**src/rtl/kmer_extractor_pkg.sv**
```systemverilog
// Shared parameters, base encodings and k-mer payload type for the k-mer path.
package kmer_extractor_pkg;

    localparam int unsigned K      = 60;
    localparam int unsigned BASE_W = 2;
    localparam int unsigned KMER_W = K * BASE_W;
    localparam int unsigned CNT_W  = 6;

    localparam logic [BASE_W-1:0] BASE_A = 2'b00;
    localparam logic [BASE_W-1:0] BASE_C = 2'b01;
    localparam logic [BASE_W-1:0] BASE_G = 2'b10;
    localparam logic [BASE_W-1:0] BASE_T = 2'b11;

    // Shared with the window buffer: one complete k-mer, oldest base in the MSBs.
    typedef logic [KMER_W-1:0] kmer_t;

endpackage

```
**src/rtl/kmer_slot_tracker.sv**
```systemverilog
// Ping-pong slot occupancy for the 2-entry window buffer.
// The write pointer advances when an emission is decided; the full bit is set
// one cycle later, together with the buffer write, so the reader never sees a
// slot before its data has landed.
module kmer_slot_tracker (
    input  logic clk,
    input  logic rst,
    input  logic i_emit,
    input  logic i_commit,
    input  logic i_commit_addr,
    input  logic i_commit_last,
    input  logic i_consume,
    output logic o_wptr,
    output logic o_slot_free,
    output logic o_kmer_valid,
    output logic o_kmer_raddr,
    output logic o_kmer_last
);

    logic       r_wptr;
    logic       r_rptr;
    logic [1:0] r_full;
    logic [1:0] r_last_flag;

    // Pointer and occupancy update; consume and commit never target the same live slot.
    always_ff @(posedge clk) begin
        if (rst) begin
            r_wptr      <= 1'b0;
            r_rptr      <= 1'b0;
            r_full      <= 2'b00;
            r_last_flag <= 2'b00;
        end else begin
            if (i_emit) begin
                r_wptr <= ~r_wptr;
            end
            if (i_consume && r_full[r_rptr]) begin
                r_full[r_rptr] <= 1'b0;
                r_rptr         <= ~r_rptr;
            end
            if (i_commit) begin
                r_full[i_commit_addr]      <= 1'b1;
                r_last_flag[i_commit_addr] <= i_commit_last;
            end
        end
    end

    assign o_wptr       = r_wptr;
    assign o_slot_free  = ~r_full[r_wptr];
    assign o_kmer_valid = r_full[r_rptr];
    assign o_kmer_raddr = r_rptr;
    assign o_kmer_last  = r_last_flag[r_rptr];

endmodule

```
**src/rtl/kmer_extractor.sv**
```systemverilog
// Assembles a sliding K-base k-mer from a 2-bit base stream and writes each
// complete k-mer into the next ping-pong slot of the window buffer.
module kmer_extractor
    import kmer_extractor_pkg::*;
(
    input  logic              clk,
    input  logic              rst,
    input  logic              base_valid,
    output logic              base_ready,
    input  logic [BASE_W-1:0] base_code,
    input  logic              base_is_n,
    input  logic              base_last,
    output logic              win_wen,
    output logic              win_waddr,
    output logic [KMER_W-1:0] win_wdata,
    output logic              kmer_valid,
    output logic              kmer_raddr,
    output logic              kmer_last,
    input  logic              kmer_consume,
    output logic [31:0]       kmer_total
);

    kmer_t            r_sreg;
    logic [CNT_W-1:0] r_cnt;
    logic             r_win_wen;
    logic             r_win_waddr;
    kmer_t            r_win_wdata;
    logic             r_win_last;
    logic [31:0]      r_total;

    logic  w_accept;
    logic  w_emit;
    logic  w_cnt_full;
    logic  w_wptr;
    logic  w_slot_free;
    kmer_t w_sreg_next;

    assign w_cnt_full  = (r_cnt >= CNT_W'(K - 1));
    assign base_ready  = w_slot_free || !w_cnt_full;
    assign w_accept    = base_valid && base_ready;
    assign w_emit      = w_accept && !base_is_n && w_cnt_full;
    assign w_sreg_next = {r_sreg[KMER_W-BASE_W-1:0], base_code};

    // Shift register and run-length counter; N or end-of-read restarts the k-mer.
    always_ff @(posedge clk) begin
        if (rst) begin
            r_sreg <= '0;
            r_cnt  <= '0;
        end else if (w_accept) begin
            if (base_is_n || base_last) begin
                r_sreg <= '0;
                r_cnt  <= '0;
            end else begin
                r_sreg <= w_sreg_next;
                r_cnt  <= (r_cnt == CNT_W'(K)) ? r_cnt : r_cnt + CNT_W'(1);
            end
        end
    end

    // Registered window write plus the end-of-read flag that travels with it.
    always_ff @(posedge clk) begin
        if (rst) begin
            r_win_wen   <= 1'b0;
            r_win_waddr <= 1'b0;
            r_win_wdata <= '0;
            r_win_last  <= 1'b0;
            r_total     <= '0;
        end else begin
            r_win_wen <= w_emit;
            if (w_emit) begin
                r_win_waddr <= w_wptr;
                r_win_wdata <= w_sreg_next;
                r_win_last  <= base_last;
                r_total     <= r_total + 32'd1;
            end
        end
    end

    kmer_slot_tracker u_slot_tracker (
        .clk           (clk),
        .rst           (rst),
        .i_emit        (w_emit),
        .i_commit      (r_win_wen),
        .i_commit_addr (r_win_waddr),
        .i_commit_last (r_win_last),
        .i_consume     (kmer_consume),
        .o_wptr        (w_wptr),
        .o_slot_free   (w_slot_free),
        .o_kmer_valid  (kmer_valid),
        .o_kmer_raddr  (kmer_raddr),
        .o_kmer_last   (kmer_last)
    );

    assign win_wen    = r_win_wen;
    assign win_waddr  = r_win_waddr;
    assign win_wdata  = r_win_wdata;
    assign kmer_total = r_total;

endmodule
```
**config.mk**
```make
export PLATFORM = sky130hd
export DESIGN_NAME = kmer_extractor
export DESIGN_NICKNAME = d
export VERILOG_FILES = /design/src/rtl/kmer_extractor_pkg.sv /design/src/rtl/kmer_slot_tracker.sv /design/src/rtl/kmer_extractor.sv
export SDC_FILE = /design/constraint.sdc
export NUM_CORES = 1
export LEC_CHECK = 0
export ABC_AREA = 1
export BUFFER_PORTS_ARGS = -buffer_cell sky130_fd_sc_hd__buf_2
export CAP_MARGIN = 20
export CELL_PAD_IN_SITES_DETAIL_PLACEMENT = 0
export CELL_PAD_IN_SITES_GLOBAL_PLACEMENT = 1
export CORE_ASPECT_RATIO = 1.5
export CORE_MARGIN = 10
export CORE_UTILIZATION = 44
export DETAILED_ROUTE_END_ITERATION = 7
export PLACE_DENSITY = 0.89
export RECOVER_POWER = 25
export SLEW_MARGIN = 20
export SYNTH_ARGS = -nofsm -noshare
export SYNTH_HDL_FRONTEND = slang
export SYNTH_SLANG_ARGS = --single-unit
```
**constraint.sdc**
```tcl
create_clock -name clk -period 3.3 [get_ports clk]
set_input_delay 0.33 -clock clk [delete_from_list [all_inputs] [get_ports clk]]
set_output_delay 0.33 -clock clk [all_outputs]
set_load 0.01 [all_outputs]
```
==> impl_metrics.csv <==
group,metric,value,unit
detailed_routing,wl_per_cell,14.5,um
logic_synthesis,yosys.area.top_type_share,53.1,%
sta,max_slew_margin,42.4,%
cts,ctsResizeCount,0,
logic_synthesis,synth_area_leaders,"dfxtp_1 (53%), nand2_1 (12%), a21oi_1 (9.2%), nor2_1 (5.3%), a211oi_1 (4.6%)",
sta,rsz0062_at_grt,"false",
cts,ctsRootBufferMaster,"clkbuf_16",
cts,cts.path.max_buffers,3,
setup_path,crit_path_top_delay_cell,"buf_4",
logic_synthesis,async_reset_ff_share,0,%
placed_design,dpl.cell_count,1793,
detailed_routing,viasPerCell,5.05,
setup_path,reg2reg_depth,10,
cells_and_area,final_common_cell,"nand2_1",
logic_synthesis,synth_nets,1396,
logic_synthesis,synth_warnings,0,
sta,setup_viol,0,
power_and_ir_drop,p_leak,0.00450,uW
global_routing,antenna_found_initial,0,
detailed_routing,first_pass_iters,4,
sta,period_minus_slack,2.38,ns
logic_synthesis,netlist_instances,1385,
cells_and_area,fin_area,0.0125,mm^2
cells_and_area,final_cell_mix,"nand2_1 (346), dfxtp_1 (285), a21oi_1 (198), nor2_1 (153), clkbuf_1 (112)",
cts,postCtsHoldBufs,0,
placed_design,place_area,0.0117,mm^2
detailed_routing,vias,9301,
cells_and_area,fin_nets,1509,
sta,skew,0.0135,ns
logic_synthesis,synth_top_area_cell,"dfxtp_1",
cells_and_area,multi_input_area,0.00430,mm^2
cts,cts.sinks,285,
detailed_routing,drt_iter0_markers,501,
min_path,hp-class,"in2reg",
cts,clk_pin_slew,0.06,ns
setup_path,max_stage_delay,0.60,ns
floorplanning,initial_core_util,44.3,%
logic_synthesis,ys.flop_type,"dfxtp_1",
floorplanning,rows,70,
setup_path,start_kind,"register",
setup_path,end_kind,"register",
setup_path,r2r_end,"r_cnt[2]",
cts,insertion_delay,0.52,ns
setup_path,required,3.72,ns
global_routing,grt_first_pass_wirelength,44.2,mm
setup_path,cpMostUsedCell,"nor2_1",
cells_and_area,syn2layout_area_growth,16.2,%
setup_path,crit_chain,"ha_1 -> nor2_1 -> nor2_4 -> nand2_2 -> nand2_4 -> o21ai_4 -> buf_4 -> inv_1 -> nand2_1 -> nor2_1",
sta,tightestPinTransition,0.864,ns
sta,clock.fmax,421,MHz
floorplanning,ios,166,
logic_synthesis,ys_ff_latch,285,
setup_path,timing.rr.start,"r_cnt[0]",
placed_design,place_hpwl,17.0,mm
sta,worst_hold_slack,0.0778,ns
setup_path,critPathTopFamily,"buffers and inverters",
setup_path,cp_max_fo,70,
setup_path,critPathBufInv,2,
run_status,status,"finished, final reports clean",
flow_run,maxCapViolations,0,
floorplanning,coreArea,0.0243,mm^2
logic_synthesis,synth-edff-count,0,
setup_path,worstSetupPathType,"reg2reg",
global_routing,grt_max_degree,158,
cells_and_area,seqCellArea,0.00571,mm^2
sta,finalSetupTns,0,ns
logic_synthesis,yosysSeqAreaShare,53.1,%
cells_and_area,instances_no_fill,1841,
setup_path,cp_data_arrival_time,2.80,ns
cells_and_area,drive_gt1_share,7.98,%
cts,htreeDepth,1,
placed_design,place_ws,0.894,ns
detailed_routing,drc,0,
sta,hold_viol_final,0,
min_path,holdPathStages,3,
logic_synthesis,syn-cell-area,0.0107,mm^2
floorplanning,die_h,211,um
power_and_ir_drop,p_per_area,562,mW/mm^2
logic_synthesis,netlist-cell-type-count,26,
cts,cts_setup_buffers,0,
floorplanning,dieArea,0.0312,mm^2
placed_design,gp_congestion,0.783,
sta,timing.final.ws_setup,0.925,ns
global_routing,grt_usage,16.5,%
cts,numCtsBuffers,27,
power_and_ir_drop,peakVddDrop,0.000368,V
detailed_routing,ant_nets,0,
global_routing,grt_overflow,0,
setup_path,reg2reg_slack,0.92,ns
global_routing,grt_pass1_vias,8721,
cells_and_area,diodes,0,
min_path,worstHoldEndpoint,"win_wdata[1]",
logic_synthesis,synth.avg_cell_area,7.76,um^2
placed_design,place.port_buffers,165,
cts,cts_tree,"done",
sta,slew_viol_final,0,
floorplanning,die_w,148,um
sta,timing.final.crit_share,72.0,%
detailed_routing,drt_wl_total,26.7,mm
cells_and_area,nFillCells,2456,
min_path,worstHoldStart,"base_code[1]",
==> final cells by class <==
cell class,count,area share [%]
clock buffer,38,6.06
clock inverter,10,1.54
inverter,78,2.34
multi-input combinational,929,34.4
sequential,285,45.7
tap,324,3.25
timing repair buffer,177,6.70
==> state kept, by name, indices dropped and copies added (netlist names) <==
| name | count |
|---|---|
| u_slot_tracker.r_last_flag | 2 |
| r_sreg | 118 |
| r_cnt | 6 |
| win_wdata | 120 |
| u_slot_tracker.r_full | 2 |
| win_wen | 1 |
| r_win_last | 1 |
| u_slot_tracker.o_wptr | 1 |
| win_waddr | 1 |
| u_slot_tracker.o_kmer_raddr | 1 |
| kmer_total | 32 |
==> layer usage <==
layer	GRT usage (%)	vias up	share of wire, %	routed length (um)
met3	3.01	30	4.4	1180
met4	4.52	0	1.9	510
met2	29.4	165	50	13500
met5	0	-	0	0
met1	19.9	4347	43	11500
li1	-	4759	-	-
==> logic make-up (layout without fill, tap and decap cells) <==
logic type                 after synthesis  count (layout)  synth area share [%]
and+or+nand+nor                        617             617                  23.2
AOI/OAI and AO/OA                      304             304                  15.8
DFF                                    285             285                  53.1
xor gates and xnor gates                 5               5                 0.408
buffers and inverters                  171             303                  7.16
adders and majority gates                3               3                 0.349
==> worst max path at each step <==
stage | to | slack [ns] | depth (start not counted) | start
floorplan | kmer_total[26] | 1.59 | 10 | kmer_total[1]
global placement | r_cnt[3] | 0.92 | 10 | r_cnt[0]
detailed placement | r_cnt[2] | 0.89 | 10 | r_cnt[0]
CTS | r_cnt[2] | 0.88 | 10 | r_cnt[0]
global route | r_cnt[2] | 0.69 | 10 | r_cnt[0]
finish | r_cnt[2] | 0.92 | 10 | r_cnt[0]
==> worst min-delay path: cells and delay by family <==
family	cells	cell delay [ns]
AO/OA/AOI/OAI	1	0.05
buffers and inverters	1	0.11
AND/OR/NAND/NOR	1	0.06
==> stage by stage <==
stage	total power [uW]	utilization, %
after floorplan	3740	-
after global placement	3790	48.1
after detailed placement	3800	48.1
after CTS	7110	52.0
after global routing	7260	51.5
final	7010	51.5
==> cell usage after synthesis, types with 2 or more instances <==
library cell,count
nand2_1,346
dfxtp_1,285
a21oi_1,198
nor2_1,153
nand3_1,94
inv_1,78
a211oi_1,66
clkbuf_1,49
o21ai_0,36
buf_2,24
buf_6,11
nand4_1,10
nor3_1,8
buf_1,5
buf_4,4
ha_1,3
xnor2_1,3
nand2_2,2
nor2_4,2
xor2_1,2
==> power breakdown <==
| part | internal (uW) | total [uW] | switching [uW] |
|---|---|---|---|
| combinational | 52.5 | 219 | 166 |
| sequential | 3480 | 3500 | 20.7 |
| clock | 1990 | 3300 | 1300 |
(Power assumes the default switching activity.)
